==> src/rtl/contactor_scheduler_pkg.sv <==
// Shared types for the contactor scheduler: feedback codes and FSM state encoding.
package contactor_scheduler_pkg;

    localparam logic [1:0] FB_OPEN   = 2'b01;
    localparam logic [1:0] FB_CLOSED = 2'b10;

    typedef enum logic [1:0] {
        IDLE,
        SCAN,
        WAIT_FB,
        SETTLE
    } sched_state_t;

    // Counter width helper that never returns zero for tiny parameters.
    function automatic int clog2_min1(input int v);
        return (v <= 2) ? 1 : $clog2(v);
    endfunction

endpackage

==> src/rtl/contactor_scheduler_if.sv <==
// Request/feedback/drive bundle between spi_slave, the scheduler and the contactor drivers.
interface contactor_scheduler_if #(
    parameter int N_CONT = 21
);
    localparam int IDX_W = (N_CONT > 1) ? $clog2(N_CONT) : 1;

    logic [N_CONT-1:0]   spi_requests;
    logic [2*N_CONT-1:0] router_feedback;
    logic                shutdown_any;
    logic                clear_errors;
    logic [N_CONT-1:0]   contactor_drive;
    logic [N_CONT-1:0]   contactor_status;
    logic                feedback_timeout_error;
    logic                invalid_request;
    logic                busy;
    logic [IDX_W-1:0]    active_idx;

    modport master (
        output spi_requests, router_feedback, shutdown_any, clear_errors,
        input  contactor_drive, contactor_status, feedback_timeout_error,
               invalid_request, busy, active_idx
    );

    modport slave (
        input  spi_requests, router_feedback, shutdown_any, clear_errors,
        output contactor_drive, contactor_status, feedback_timeout_error,
               invalid_request, busy, active_idx
    );
endinterface

==> src/rtl/contactor_scheduler_sync_2ff.sv <==
// Two-flop synchronizer, per-bit, for quasi-static multi-bit levels.
// Latency 2 clk; no backpressure.
module sync_2ff #(
    parameter int WIDTH = 1
) (
    input  logic             clk,
    input  logic             rst_n,
    input  logic [WIDTH-1:0] d,
    output logic [WIDTH-1:0] q
);
    logic [WIDTH-1:0] meta;

    always_ff @(posedge clk) begin
        if (!rst_n) begin
            meta <= '0;
            q    <= '0;
        end else begin
            meta <= d;
            q    <= meta;
        end
    end
endmodule

==> src/rtl/contactor_scheduler.sv <==
// Serialises contactor open/close changes one index at a time with feedback check, timeout and settle.
// Latency: request visible to scan after 2 clk; one index examined per clk while scanning.
module contactor_scheduler
    import contactor_scheduler_pkg::*;
#(
    parameter int N_CONT      = 21,
    parameter int MAX_CLOSED  = 8,
    parameter int TIMEOUT_CYC = 50000,
    parameter int SETTLE_CYC  = 1000
) (
    input  logic                 clk,
    input  logic                 rst_n,
    contactor_scheduler_if.slave bus
);
    localparam int IDX_W = (N_CONT > 1) ? $clog2(N_CONT) : 1;
    localparam int TMO_W = clog2_min1(TIMEOUT_CYC);
    localparam int STL_W = clog2_min1(SETTLE_CYC);
    localparam int PC_W  = $clog2(N_CONT + 1);

    localparam logic [IDX_W-1:0] LAST_IDX = IDX_W'(N_CONT - 1);
    localparam logic [TMO_W-1:0] TMO_LAST = TMO_W'(TIMEOUT_CYC - 1);
    localparam logic [STL_W-1:0] STL_LAST = STL_W'(SETTLE_CYC - 1);
    localparam logic [PC_W-1:0]  MAX_C    = PC_W'(MAX_CLOSED);

    sched_state_t      state, state_nxt;
    logic [IDX_W-1:0]  ptr, ptr_nxt, idx, idx_nxt, ptr_inc, idx_inc;
    logic [TMO_W-1:0]  timer, timer_nxt;
    logic [STL_W-1:0]  settle_cnt, settle_nxt;
    logic [N_CONT-1:0] drive, drive_nxt, status, status_nxt, req_s;
    logic              timeout_err, invalid_err, set_tmo, set_inv;
    logic [PC_W-1:0]   closed_cnt;
    logic [1:0]        fb_pair, fb_expect;

    sync_2ff #(.WIDTH(N_CONT)) u_sync (
        .clk   (clk),
        .rst_n (rst_n),
        .d     (bus.spi_requests),
        .q     (req_s)
    );

    always_comb begin
        closed_cnt = '0;
        for (int i = 0; i < N_CONT; i++) closed_cnt = closed_cnt + PC_W'(drive[i]);
    end

    assign fb_pair   = bus.router_feedback[{idx, 1'b0} +: 2];
    assign fb_expect = drive[idx] ? FB_CLOSED : FB_OPEN;
    assign ptr_inc   = (ptr == LAST_IDX) ? '0 : ptr + 1'b1;
    assign idx_inc   = (idx == LAST_IDX) ? '0 : idx + 1'b1;

    always_comb begin
        state_nxt  = state;
        ptr_nxt    = ptr;
        idx_nxt    = idx;
        timer_nxt  = timer;
        settle_nxt = settle_cnt;
        drive_nxt  = drive;
        status_nxt = status;
        set_tmo    = 1'b0;
        set_inv    = 1'b0;

        case (state)
            IDLE: state_nxt = SCAN;
            SCAN: begin
                if (req_s[ptr] != drive[ptr]) begin
                    // Opens are always allowed; closes are gated by the inrush limit and by a past timeout.
                    if (!drive[ptr] && closed_cnt >= MAX_C) begin
                        set_inv = 1'b1;
                        ptr_nxt = ptr_inc;
                    end else if (!drive[ptr] && timeout_err) begin
                        ptr_nxt = ptr_inc;
                    end else begin
                        drive_nxt[ptr] = ~drive[ptr];
                        idx_nxt        = ptr;
                        timer_nxt      = '0;
                        state_nxt      = WAIT_FB;
                    end
                end else begin
                    ptr_nxt = ptr_inc;
                end
            end
            WAIT_FB: begin
                if (fb_pair == fb_expect) begin
                    status_nxt[idx] = drive[idx];
                    timer_nxt       = '0;
                    settle_nxt      = '0;
                    state_nxt       = SETTLE;
                end else if (timer == TMO_LAST) begin
                    set_tmo         = 1'b1;
                    drive_nxt[idx]  = 1'b0;
                    status_nxt[idx] = 1'b0;
                    timer_nxt       = '0;
                    settle_nxt      = '0;
                    state_nxt       = SETTLE;
                end else begin
                    timer_nxt = timer + 1'b1;
                end
            end
            SETTLE: begin
                if (settle_cnt == STL_LAST) begin
                    ptr_nxt   = idx_inc;
                    state_nxt = SCAN;
                end else begin
                    settle_nxt = settle_cnt + 1'b1;
                end
            end
            default: state_nxt = IDLE;
        endcase

        if (bus.shutdown_any) begin
            state_nxt  = IDLE;
            drive_nxt  = '0;
            status_nxt = '0;
            timer_nxt  = '0;
            settle_nxt = '0;
            set_tmo    = 1'b0;
            set_inv    = 1'b0;
        end
    end

    always_ff @(posedge clk) begin
        if (!rst_n) begin
            state       <= IDLE;
            ptr         <= '0;
            idx         <= '0;
            timer       <= '0;
            settle_cnt  <= '0;
            drive       <= '0;
            status      <= '0;
            timeout_err <= 1'b0;
            invalid_err <= 1'b0;
        end else begin
            state       <= state_nxt;
            ptr         <= ptr_nxt;
            idx         <= idx_nxt;
            timer       <= timer_nxt;
            settle_cnt  <= settle_nxt;
            drive       <= drive_nxt;
            status      <= status_nxt;
            // A flag raised in the same cycle as a clear survives the clear.
            timeout_err <= (timeout_err & ~bus.clear_errors) | set_tmo;
            invalid_err <= (invalid_err & ~bus.clear_errors) | set_inv;
        end
    end

    assign bus.contactor_drive        = drive;
    assign bus.contactor_status       = status;
    assign bus.feedback_timeout_error = timeout_err;
    assign bus.invalid_request        = invalid_err;
    assign bus.busy                   = (state == WAIT_FB) || (state == SETTLE);
    assign bus.active_idx             = idx;
endmodule

==> src/flat_wrapper.sv <==
// flat-port wrapper written by rule: the top's interface ports become plain ports
module contactor_scheduler_flat import contactor_scheduler_pkg::*;
#(
    parameter int N_CONT      = 21,
    parameter int MAX_CLOSED  = 8,
    parameter int TIMEOUT_CYC = 50000,
    parameter int SETTLE_CYC  = 1000
)
  (clk, rst_n, bus_spi_requests, bus_router_feedback, bus_shutdown_any, bus_clear_errors, bus_contactor_drive, bus_contactor_status, bus_feedback_timeout_error, bus_invalid_request, bus_busy, bus_active_idx);
  contactor_scheduler_if #(.N_CONT(N_CONT)) bus_i ();
  input  logic clk;
  input  logic rst_n;
  input wire logic [$bits(bus_i.spi_requests)-1:0] bus_spi_requests;
  input wire logic [$bits(bus_i.router_feedback)-1:0] bus_router_feedback;
  input wire logic [$bits(bus_i.shutdown_any)-1:0] bus_shutdown_any;
  input wire logic [$bits(bus_i.clear_errors)-1:0] bus_clear_errors;
  output wire logic [$bits(bus_i.contactor_drive)-1:0] bus_contactor_drive;
  output wire logic [$bits(bus_i.contactor_status)-1:0] bus_contactor_status;
  output wire logic [$bits(bus_i.feedback_timeout_error)-1:0] bus_feedback_timeout_error;
  output wire logic [$bits(bus_i.invalid_request)-1:0] bus_invalid_request;
  output wire logic [$bits(bus_i.busy)-1:0] bus_busy;
  output wire logic [$bits(bus_i.active_idx)-1:0] bus_active_idx;
  assign bus_i.spi_requests = bus_spi_requests;
  assign bus_i.router_feedback = bus_router_feedback;
  assign bus_i.shutdown_any = bus_shutdown_any;
  assign bus_i.clear_errors = bus_clear_errors;
  assign bus_contactor_drive = bus_i.contactor_drive;
  assign bus_contactor_status = bus_i.contactor_status;
  assign bus_feedback_timeout_error = bus_i.feedback_timeout_error;
  assign bus_invalid_request = bus_i.invalid_request;
  assign bus_busy = bus_i.busy;
  assign bus_active_idx = bus_i.active_idx;
  contactor_scheduler #(.N_CONT(N_CONT), .MAX_CLOSED(MAX_CLOSED), .TIMEOUT_CYC(TIMEOUT_CYC), .SETTLE_CYC(SETTLE_CYC)) u_core (.clk(clk), .rst_n(rst_n), .bus(bus_i));
endmodule
==> config.mk <==
export PLATFORM = sky130hd
export DESIGN_NAME = contactor_scheduler_flat
export DESIGN_NICKNAME = d
export VERILOG_FILES = /design/src/rtl/contactor_scheduler_pkg.sv /design/src/rtl/contactor_scheduler_if.sv /design/src/rtl/contactor_scheduler_sync_2ff.sv /design/src/rtl/contactor_scheduler.sv /design/src/flat_wrapper.sv
export SDC_FILE = /design/constraint.sdc
export NUM_CORES = 1
export LEC_CHECK = 0
export BUFFER_PORTS_ARGS = -buffer_cell sky130_fd_sc_hd__buf_4
export CORE_MARGIN = 5
export CORE_UTILIZATION = 45
export CTS_BUF_LIST = sky130_fd_sc_hd__clkbuf_8 sky130_fd_sc_hd__clkbuf_16
export DETAILED_ROUTE_END_ITERATION = 16
export PLACE_DENSITY_LB_ADDON = 0.12
export SLEW_MARGIN = 20
export SYNTH_ARGS = -nofsm -noshare
export SYNTH_HDL_FRONTEND = slang
export SYNTH_SLANG_ARGS = --single-unit
==> constraint.sdc <==
create_clock -name clk -period 11 [get_ports clk]
set_input_delay 0.55 -clock clk [delete_from_list [all_inputs] [get_ports clk]]
set_output_delay 0.55 -clock clk [all_outputs]
set_load 0.01 [all_outputs]
# ---- Word level (Yosys, flattened, before mapping)
# Index checks and enable logic that the tools add are counted.
# W data, S select, Z words.
dict set report word_totals {
  reg_bits 124
  in_bits 67
  word_cells 143
}
dict set report classes {
  n_addsub 24
  n_lt_le_gt_ge 5
  eq_ne 18
  shifts 1
  muxes 53
  bitwise 12
  n_reduce_logical 19
}
# operator n
set op_table {}
lappend op_table {{$mux W21} 7}
lappend op_table {{$add A5 B1 Y5} 19}
lappend op_table {{$mux W16} 5}
lappend op_table {{$and A21 B21 Y21} 2}
lappend op_table {{$bwmux W21} 2}
lappend op_table {{$pmux W21 S2} 1}
lappend op_table {{$shiftx A42 B7 Y2} 1}
lappend op_table {{$pmux W16 S2} 1}
lappend op_table {{$mux W10} 3}
lappend op_table {{$mux W5} 6}
lappend op_table {{$not A21 Y21} 1}
lappend op_table {{$pmux W10 S2} 1}
lappend op_table {{$add A16 B1 Y16 const B} 1}
lappend op_table {{$eq A16 B16 Y1 const B} 1}
lappend op_table {{$bmux W1 S5} 3}
lappend op_table {{$mux W2} 7}
lappend op_table {{$mux W1} 13}
lappend op_table {{$lt A5 B6 Y1 const B} 2}
lappend op_table {{$add A10 B1 Y10 const B} 1}
lappend op_table {{$add A5 B1 Y5 const B} 2}
lappend op_table {{$demux W1 S5} 2}
lappend op_table {{$eq A10 B10 Y1 const B} 1}
lappend op_table {{$eq A5 B5 Y1 const B} 2}
lappend op_table {{$ge A5 B1 Y1 const B} 2}
lappend op_table {{other kinds (26)} 46}

# ---- Depth between registers and ports, before layout
# Gate-level depths: netlist of run 1.
dict set report depth {
  depth_word 27
  depth_mapped 20
  depth_no_buf 18
}

# ---- Hierarchy
# Synthesis of run 1 repeated with hierarchy kept, for this count alone.
dict set report hier_totals {
  cells_unflattened 759
  hier_area_um2 7089.3
}
# module instances cells_each area_each_um2 seq_area_each_um2
set by_module_without_submodules {}
lappend by_module_without_submodules {contactor_scheduler 1 671 5913.2 1641.6}
lappend by_module_without_submodules {sync_2ff 1 88 1176.1 840.8}

# ---- Worst setup path before layout of run 1
# No wires, ideal clock.
dict set report synth_timing {
  kind {reg2reg}
  start {register u_core.drive[0] (netlist: u_core.bus.contactor_drive[0])}
  end {register u_core.drive[13] (netlist: u_core.bus.contactor_drive[13])}
  setup_time_ns 0.123
  arrival_ns 5.287
  required_ns 10.877
  path_slack_ns 5.590
  path_stages_with_launch 18
  n_path_buf 1
  period_less_slack_ns 5.410
  path_cell_list {dfxtp_1 -> ha_1 -> inv_1 -> fa_1 -> fa_1 -> fa_1 -> fa_1 -> fa_1 -> inv_1 -> ha_1 -> a21o_1 -> a21oi_1 -> o21ai_0 -> or4b_4 -> a311oi_2 -> buf_4 -> nand3b_1 -> mux2_1}
}
dict set report synth_via {
  elab_chain_len 24
  elab_cells_between_ends 42
  cone_classes {add/sub (20); order compare (1); eq/ne (6); mux (10); bitwise (1); reduce/logical (4)}
}
# item line_no
set synth_rtl {}
lappend synth_rtl {{start, declared} contactor_scheduler.sv:29} ;# logic [N_CONT-1:0] drive, drive_nxt, status, status_nxt, req_s;
lappend synth_rtl {{start signal, assigned} contactor_scheduler.sv:138} ;# drive <= drive_nxt;
lappend synth_rtl {{$add A1 B1 Y2} contactor_scheduler.sv:43} ;# for (int i = 0; i < N_CONT; i++) closed_cnt = closed_cnt + PC_W'(drive[i]);
lappend synth_rtl {{$add A5 B1 Y5 (19 in series)} contactor_scheduler.sv:43}
lappend synth_rtl {{$ge A5 B4 Y1} contactor_scheduler.sv:67} ;# if (!drive[ptr] && closed_cnt >= MAX_C) begin
lappend synth_rtl {{$logic_and A1 B1 Y1} contactor_scheduler.sv:67}
lappend synth_rtl {{$ne A2 B2 Y1 (no source line)} n/a}
lappend synth_rtl {{$reduce_and A6 Y1 (no source line)} n/a}
# Parallel ways exist; a longest one is shown, timed or not. The select of a mux whose other input is x is not followed.
# A chain may end at the register's enable or synchronous reset.

# ---- Final worst setup path of run 1
dict set report layout_timing {
  start {register u_core.drive[0] (netlist: u_core.bus.contactor_drive[0])}
  end {register u_core.drive[14] (netlist: u_core.bus.contactor_drive[14])}
}
# Same word-level chain as after synthesis.

==> results.json, run 1 <==
{
  "combPwrFrac_pct": 14.3,
  "antenna_cells": 0,
  "p_sw_uw": 338,
  "row_count": 45,
  "pin_count": 117,
  "worst_ep_required_time_ns": 11.24,
  "power.share.switching_pct": 27.8,
  "drv_slew": 0,
  "core_area_um2": 15300,
  "async_reset_ff_share_pct": 0,
  "syn_inst": 770,
  "worstPathMaxFanout": 20,
  "cts_buffer_depth": 2,
  "reg2reg_depth": 17,
  "routed_via_density": 5.89,
  "yosysSeqAreaShare_pct": 35.1,
  "grt_use_total_pct": 23.1,
  "cts_setup_buffers": 0,
  "status": "finished, final reports clean",
  "cts_resized": 0,
  "place_hpwl_um": 15200,
  "crit_start": "u_core.bus.contactor_drive[0]$_SDFFE_PP0P_",
  "avgSynthCellArea_um2": 9.19,
  "max_stage_delay_ns": 0.84,
  "ff2ff_setup_slack_ns": 4.61,
  "layoutNonFillerInstCount": 1082,
  "syn-cell-area_um2": 7070,
  "hold_path.class": "input port to flop",
  "irDropWorstVdd_v": 0.000103,
  "critPathTopFamily": "adder cells",
  "synth_nets": 873,
  "overflow": 0,
  "grt_pass1_wl_um": 33400,
  "wl_um": 20800,
  "crit_top_cell": "fa_1",
  "syn_to_final_growth_pct": 21.7,
  "seqCellArea_um2": 2480,
  "tns_ns": 0,
  "finalCritPeriodShare_pct": 58.1,
  "rr_endpoint": "u_core.bus.contactor_drive[14]$_SDFFE_PP0P_",
  "yosys_warnings": 0,
  "hold_start": "bus_spi_requests[17]",
  "antenna_found_initial": 0,
  "path_clk_slew_ns": 0.06,
  "ys_ff_latch": 124,
  "critical_path_buf_inv_count": 3,
  "drt-initial-drc-count": 462,
  "layout.nets": 962,
  "clock-sinks": 124,
  "die_area_um2": 18300,
  "nFillCells": 1419,
  "cp_cell_sequence": "ha_1 > inv_1 > fa_1 > fa_1 > fa_1 > fa_1 > fa_1 > inv_1 > ha_1 > a21o_1 > a21oi_1 > o21ai_0 > or4b_4 > a311oi_2 > buf_4 > and2_1 > a211oi_1",
  "path_class": "flop to flop",
  "initial_core_util_pct": 46.2,
  "intPower_uw": 878,
  "setup_violations": 0,
  "holdPathStages": 2,
  "hold_viol": 0,
  "first_pass_iters": 6,
  "yosys.cell_types.count": 68,
  "power.share.clock_pct": 46.3,
  "place_inst": 1051,
  "max_freq_mhz": 156,
  "die_w_um": 135,
  "cp_slowest_cell": "and2_1",
  "fp.dieH_um": 135,
  "maxCapViolCount": 0,
  "gp_congestion": 0.910,
  "ctsHtreeMaxLevel": 4,
  "power_density_nw_per_um2": 141,
  "ys.flop_type": "dfxtp_1",
  "cp-end-kind": "flop",
  "fin_skew_ns": 0.00873,
  "total_leakage_power_nw": 3.28,
  "multi_input_area_um2": 4160,
  "worstSetupStartpointType": "flop",
  "finalCriticalPeriod_ns": 6.39,
  "port_buffers": 116,
  "postCtsHoldBufs": 0,
  "arrival_ns": 6.63,
  "cts_tree": "built",
  "rsz0062_at_grt": "false",
  "vias": 6369,
  "numCtsBuffers": 17,
  "drive_gt1_share_pct": 23.8,
  "slew_headroom_pct": 30.5,
  "r2r_start": "u_core.bus.contactor_drive[0]$_SDFFE_PP0P_",
  "synth_edf_count": 0,
  "max_slew.worst_pin.slew_ns": 1.04,
  "wl_per_cell_um": 19.2,
  "pwr-share-seq_pct": 39.5,
  "grt_pass1_vias": 6269,
  "worstSkewPairLatency_ns": 0.42,
  "whs_endpoint": "u_core.u_sync.meta[17]$_SDFF_PN0_",
  "cts_root_buf": "clkbuf_16",
  "grt_max_degree": 58,
  "ant_nets": 0,
  "drc": 0
}
through the flow:
stage                     total power [mW]  hold WS (ns)  utilization (%)  setup slack, ns  area [um^2]
after CTS                             1.22         0.319             56.1             4.61         8600
after global routing                  1.26         0.331             56.2             4.22         8610
final                                 1.22         0.335             56.2             4.61         8610
after detailed placement             0.661         0.417             52.3             4.64         8010
after global placement               0.658         0.414             52.3             4.74         8010
after floorplan                      0.606         0.412                -             5.59         7070
layout by cell type, fill, tap and decap left out, types with 8 or more instances in the layout:
| cell | instances |
|---|---|
| buf_4 | 125 |
| dfxtp_1 | 124 |
| nand2_1 | 79 |
| and2_1 | 49 |
| inv_1 | 46 |
| a31oi_1 | 44 |
| o21ai_0 | 30 |
| a21oi_1 | 28 |
| nand3_1 | 25 |
| mux4_2 | 25 |
| nor2_1 | 23 |
| o211ai_1 | 22 |
| ha_1 | 22 |
| clkbuf_16 | 17 |
| fa_1 | 14 |
| nand4_1 | 12 |
| xnor2_1 | 12 |
| o31ai_1 | 11 |
| nor3_1 | 9 |
| a211oi_2 | 9 |
| or4_1 | 9 |
| a22oi_1 | 8 |
| and3_1 | 8 |
power groups by stage:
| stage | Sequential (mW) | Clock [mW] | Combinational, mW |
|---|---|---|---|
| CTS | 0.480 | 0.571 | 0.172 |
| finish | 0.480 | 0.563 | 0.174 |
| detailed placement | 0.490 | 0 | 0.171 |
| floorplan | 0.478 | 0 | 0.129 |
| global route | 0.482 | 0.593 | 0.189 |
| global placement | 0.489 | 0 | 0.169 |
per-layer routing:
layer  wire, um  global-route usage [%]
met4        434                    7.67
met2      10100                    38.1
met3       1360                    5.24
met5          0                       0
met1       8910                    30.1
cell families (layout without fill, tap and decap cells):
kind of cell / count (synthesis) / in the layout / share of synthesized area, %
and+or+nand+nor: 264 / 264 / 20.6
AOI/OAI and AO/OA: 197 / 197 / 19.3
DFF: 124 / 124 / 35.1
buffers and inverters: 102 / 203 / 6.33
adders and majority gates: 36 / 36 / 7.85
muxes: 32 / 32 / 8.98
xor gates and xnor gates: 15 / 15 / 1.86
worst reg2reg max path: cells and delay by family (launching register included):
family                     cells  cell delay [ns]
AOI/OAI and AO/OA              5             0.92
adders and majority gates      7             2.99
and+or+nand+nor                2             1.44
buffers and inverters          3             0.43
DFF                            1             0.43
synth_stat cells, types with 22 or more instances:
library cell / number / area, um^2
nand3_1: 25 / 125
o211ai_1: 22 / 165
and2_1: 49 / 307
dfxtp_1: 124 / 2480
o21ai_0: 31 / 155
clkbuf_1: 32 / 120
a31oi_1: 44 / 275
mux4_2: 25 / 563
inv_1: 46 / 173
nor2_1: 24 / 90.1
a21oi_1: 28 / 140
nand2_1: 79 / 297
ha_1: 22 / 275
registers in the layout, summed over array words and instances (netlist names):
name / flops
u_core.bus.active_idx: 5
u_core.bus.contactor_drive: 21
u_core.bus.contactor_status: 21
u_core.bus.feedback_timeout_error: 1
u_core.bus.invalid_request: 1
u_core.ptr: 5
u_core.settle_cnt: 10
u_core.state: 2
u_core.timer: 16
u_core.u_sync.meta: 21
u_core.u_sync.q: 21
area by class of cell:
class,count,share of cell area (%)
inverter,47,2.05
multi-input combinational,544,48.3
clock buffer,19,5.26
sequential,124,28.8
clock inverter,12,1.60
tap,211,3.07
timing repair buffer,125,10.9
worst max-delay path by stage:
| stage | to | slack (ns) | cells past startpoint |
|---|---|---|---|
| 3_5_place_dp | u_core.bus.contactor_drive[5]$_SDFFE_PP0P_ | 4.64 | 17 |
| 6_report | u_core.bus.contactor_drive[14]$_SDFFE_PP0P_ | 4.61 | 17 |
| 2_1_floorplan | u_core.bus.contactor_drive[13]$_SDFFE_PP0P_ | 5.59 | 17 |
| 3_3_place_gp | u_core.bus.contactor_drive[6]$_SDFFE_PP0P_ | 4.74 | 17 |
| 5_1_grt | u_core.bus.contactor_drive[14]$_SDFFE_PP0P_ | 4.22 | 19 |
| 4_1_cts | u_core.bus.contactor_drive[14]$_SDFFE_PP0P_ | 4.61 | 17 |
(Power assumes the default switching activity.)
==> run 2, diff against run 1 <==
==> constraint.sdc (replaced) <==
create_clock -name clk -period 5.87 [get_ports clk]
set_input_delay 0.2935 -clock clk [delete_from_list [all_inputs] [get_ports clk]]
set_output_delay 0.2935 -clock clk [all_outputs]
set_load 0.01 [all_outputs]
==> run 2 against run 1 <==
Effect of this change: die area unchanged; worst setup slack worse by 4.4 ns; cell area grew 2.3%; non-clock buffer count up 15; register-to-register slack lost 4.4 ns; core utilization grew 1.3 points; sequential power rose by 86%; largest power group unchanged.
==> results.json, run 2 (same netlist as run 1, synthesis figures left out) <==
{
  "vias": 6465,
  "p_sw_uw": 636,
  "cts_root_buf": "clkbuf_16",
  "routed_via_density": 5.89,
  "fp.dieH_um": 135,
  "power.share.switching_pct": 26.7,
  "wl_per_cell_um": 19.4,
  "ctsHtreeMaxLevel": 4,
  "met3_usage_pct": 5.20,
  "finalCriticalPeriod_ns": 5.64,
  "layoutNonFillerInstCount": 1097,
  "power_density_nw_per_um2": 270,
  "cp_cell_sequence": "ha_1 > inv_1 > fa_1 > fa_1 > fa_1 > fa_1 > fa_1 > inv_1 > ha_1 > inv_1 > fa_1 > and4_1 > o21ai_0 > or4b_4 > a311oi_4 > buf_4 > clkbuf_16 > a31oi_1 > a211oi_2",
  "pin_count": 117,
  "arrival_ns": 5.97,
  "critical_path_buf_inv_count": 5,
  "postCtsHoldBufs": 0,
  "holdPathStages": 2,
  "numCtsBuffers": 17,
  "hold_start": "bus_spi_requests[6]",
  "intPower_mw": 1.75,
  "critPathTopFamily": "adder cells",
  "max_freq_mhz": 177,
  "power.share.clock_pct": 47.1,
  "reg2reg_depth": 19,
  "max_stage_delay_ns": 0.60,
  "syn_to_final_growth_pct": 24.5,
  "drc": 0,
  "port_buffers": 116,
  "wl_um": 21300,
  "slew_headroom_pct": 31.3,
  "clock-sinks": 124,
  "setup_ws_ns": 0.228,
  "pwr-share-seq_pct": 37.5,
  "worstSetupStartpointType": "flop",
  "dp_slack_ns": 0.189,
  "worstSkewPairLatency_ns": 0.42,
  "layout.nets": 977,
  "drv_slew": 0,
  "cts_buffer_depth": 2,
  "layout_commonest_cell": "buf_4",
  "total_leakage_power_nw": 3.40,
  "worst_ep_required_time_ns": 6.20,
  "grt_pass1_wl_um": 33700,
  "grtUsageMet2_pct": 38.2,
  "grt_use_total_pct": 23.5,
  "antenna_found_initial": 0,
  "cts_tree": "built",
  "worstPathMaxFanout": 10,
  "place_inst": 1061,
  "fin_skew_ns": 0.0126,
  "setup_violations": 0,
  "ff2ff_setup_slack_ns": 0.23,
  "hold_path.class": "input port to flop",
  "ant_nets": 0,
  "rr_endpoint": "u_core.bus.contactor_drive[0]$_SDFFE_PP0P_",
  "max_slew.worst_pin.slew_ns": 1.02,
  "cp_slowest_cell": "or4b_4",
  "hold_viol": 0,
  "die_w_um": 135,
  "grt_max_degree": 58,
  "combPwrFrac_pct": 15.4,
  "met1_usage_pct": 30.7,
  "path_class": "flop to flop",
  "finalCritPeriodShare_pct": 96.1,
  "drt-initial-drc-count": 482,
  "drive_gt1_share_pct": 25.3,
  "r2r_start": "u_core.bus.contactor_drive[0]$_SDFFE_PP0P_",
  "whs_endpoint": "u_core.u_sync.meta[6]$_SDFF_PN0_",
  "path_clk_slew_ns": 0.06,
  "overflow": 0,
  "status": "finished, final reports clean",
  "maxCapViolCount": 0,
  "first_pass_iters": 5,
  "initial_core_util_pct": 46.2,
  "grt_busiest_layer": "met2",
  "p_total_mw": 2.38,
  "antenna_cells": 0,
  "mostFrequentLayoutCells": "136 x buf_4, 124 x dfxtp_1, 79 x nand2_1",
  "die_area_um2": 18300,
  "row_count": 45,
  "grt_pass1_vias": 6293,
  "tns_ns": 0,
  "crit_top_cell": "fa_1",
  "place_hpwl_um": 15500,
  "core_area_um2": 15300,
  "irDropWorstVdd_v": 0.000199,
  "cp-end-kind": "flop",
  "gp_congestion": 0.893
}
run 2: cell count changes in the layout (fill, tap and decap cells not counted), sizes merged:
cell / delta
buf: +14
bufinv: +2
clkinv: +2
inv: -1
clkinvlp: -2
run 2: worst max-delay path by stage:
stage | slack [ns] | to | cells after the start | start
3_3_place_gp | 0.25 | u_core.bus.contactor_drive[1]$_SDFFE_PP0P_ | 18 | u_core.bus.contactor_drive[0]$_SDFFE_PP0P_
2_1_floorplan | 0.46 | u_core.bus.contactor_drive[13]$_SDFFE_PP0P_ | 17 | u_core.bus.contactor_drive[0]$_SDFFE_PP0P_
3_5_place_dp | 0.19 | u_core.bus.contactor_drive[1]$_SDFFE_PP0P_ | 18 | u_core.bus.contactor_drive[0]$_SDFFE_PP0P_
5_1_grt | -0.004 | u_core.bus.contactor_drive[7]$_SDFFE_PP0P_ | 19 | u_core.bus.contactor_drive[0]$_SDFFE_PP0P_
4_1_cts | 0.14 | u_core.bus.contactor_drive[0]$_SDFFE_PP0P_ | 18 | u_core.bus.contactor_drive[0]$_SDFFE_PP0P_
6_report | 0.23 | u_core.bus.contactor_drive[0]$_SDFFE_PP0P_ | 19 | u_core.bus.contactor_drive[0]$_SDFFE_PP0P_
run 2: stage by stage:
| stage | instance area [um^2] | hold slack, ns | util [%] |
|---|---|---|---|
| floorplan | 7070 | 0.412 | - |
| global placement | 8090 | 0.415 | 52.8 |
| detailed placement | 8090 | 0.417 | 52.8 |
| CTS | 8720 | 0.0689 | 57.0 |
| global route | 8810 | 0.0703 | 57.5 |
| finish | 8810 | 0.0839 | 57.5 |
run 2: power by group through the flow:
stage          Clock, mW  Combinational [mW]  Sequential (mW)
2_1_floorplan          0               0.241            0.895
3_3_place_gp           0               0.333            0.911
3_5_place_dp           0               0.340            0.912
4_1_cts             1.14               0.342            0.894
5_1_grt             1.18               0.401            0.898
6_report            1.12               0.367            0.894
run 2: repair_timing:
action	4_1_cts	5_1_grt
setup buffers	0	3
resized for setup	0	6
endpoints found under the setup margin	0	20
run 2: cell type report:
class | count | area, um^2
Clock buffer | 18 | 439
Clock inverter | 13 | 191
Inverter | 47 | 176
Sequential cell | 124 | 2480
Tap cell | 211 | 264
Multi-Input combinational cell | 544 | 4170
Timing Repair Buffer | 140 | 1090
Fill cell | 1409 | 6500
run 2: per-layer routing:
layer	routed length (um)	up-vias
met2	10400	245
met1	9000	3158
li1	-	3026
met5	0	-
met3	1410	36
met4	514	0
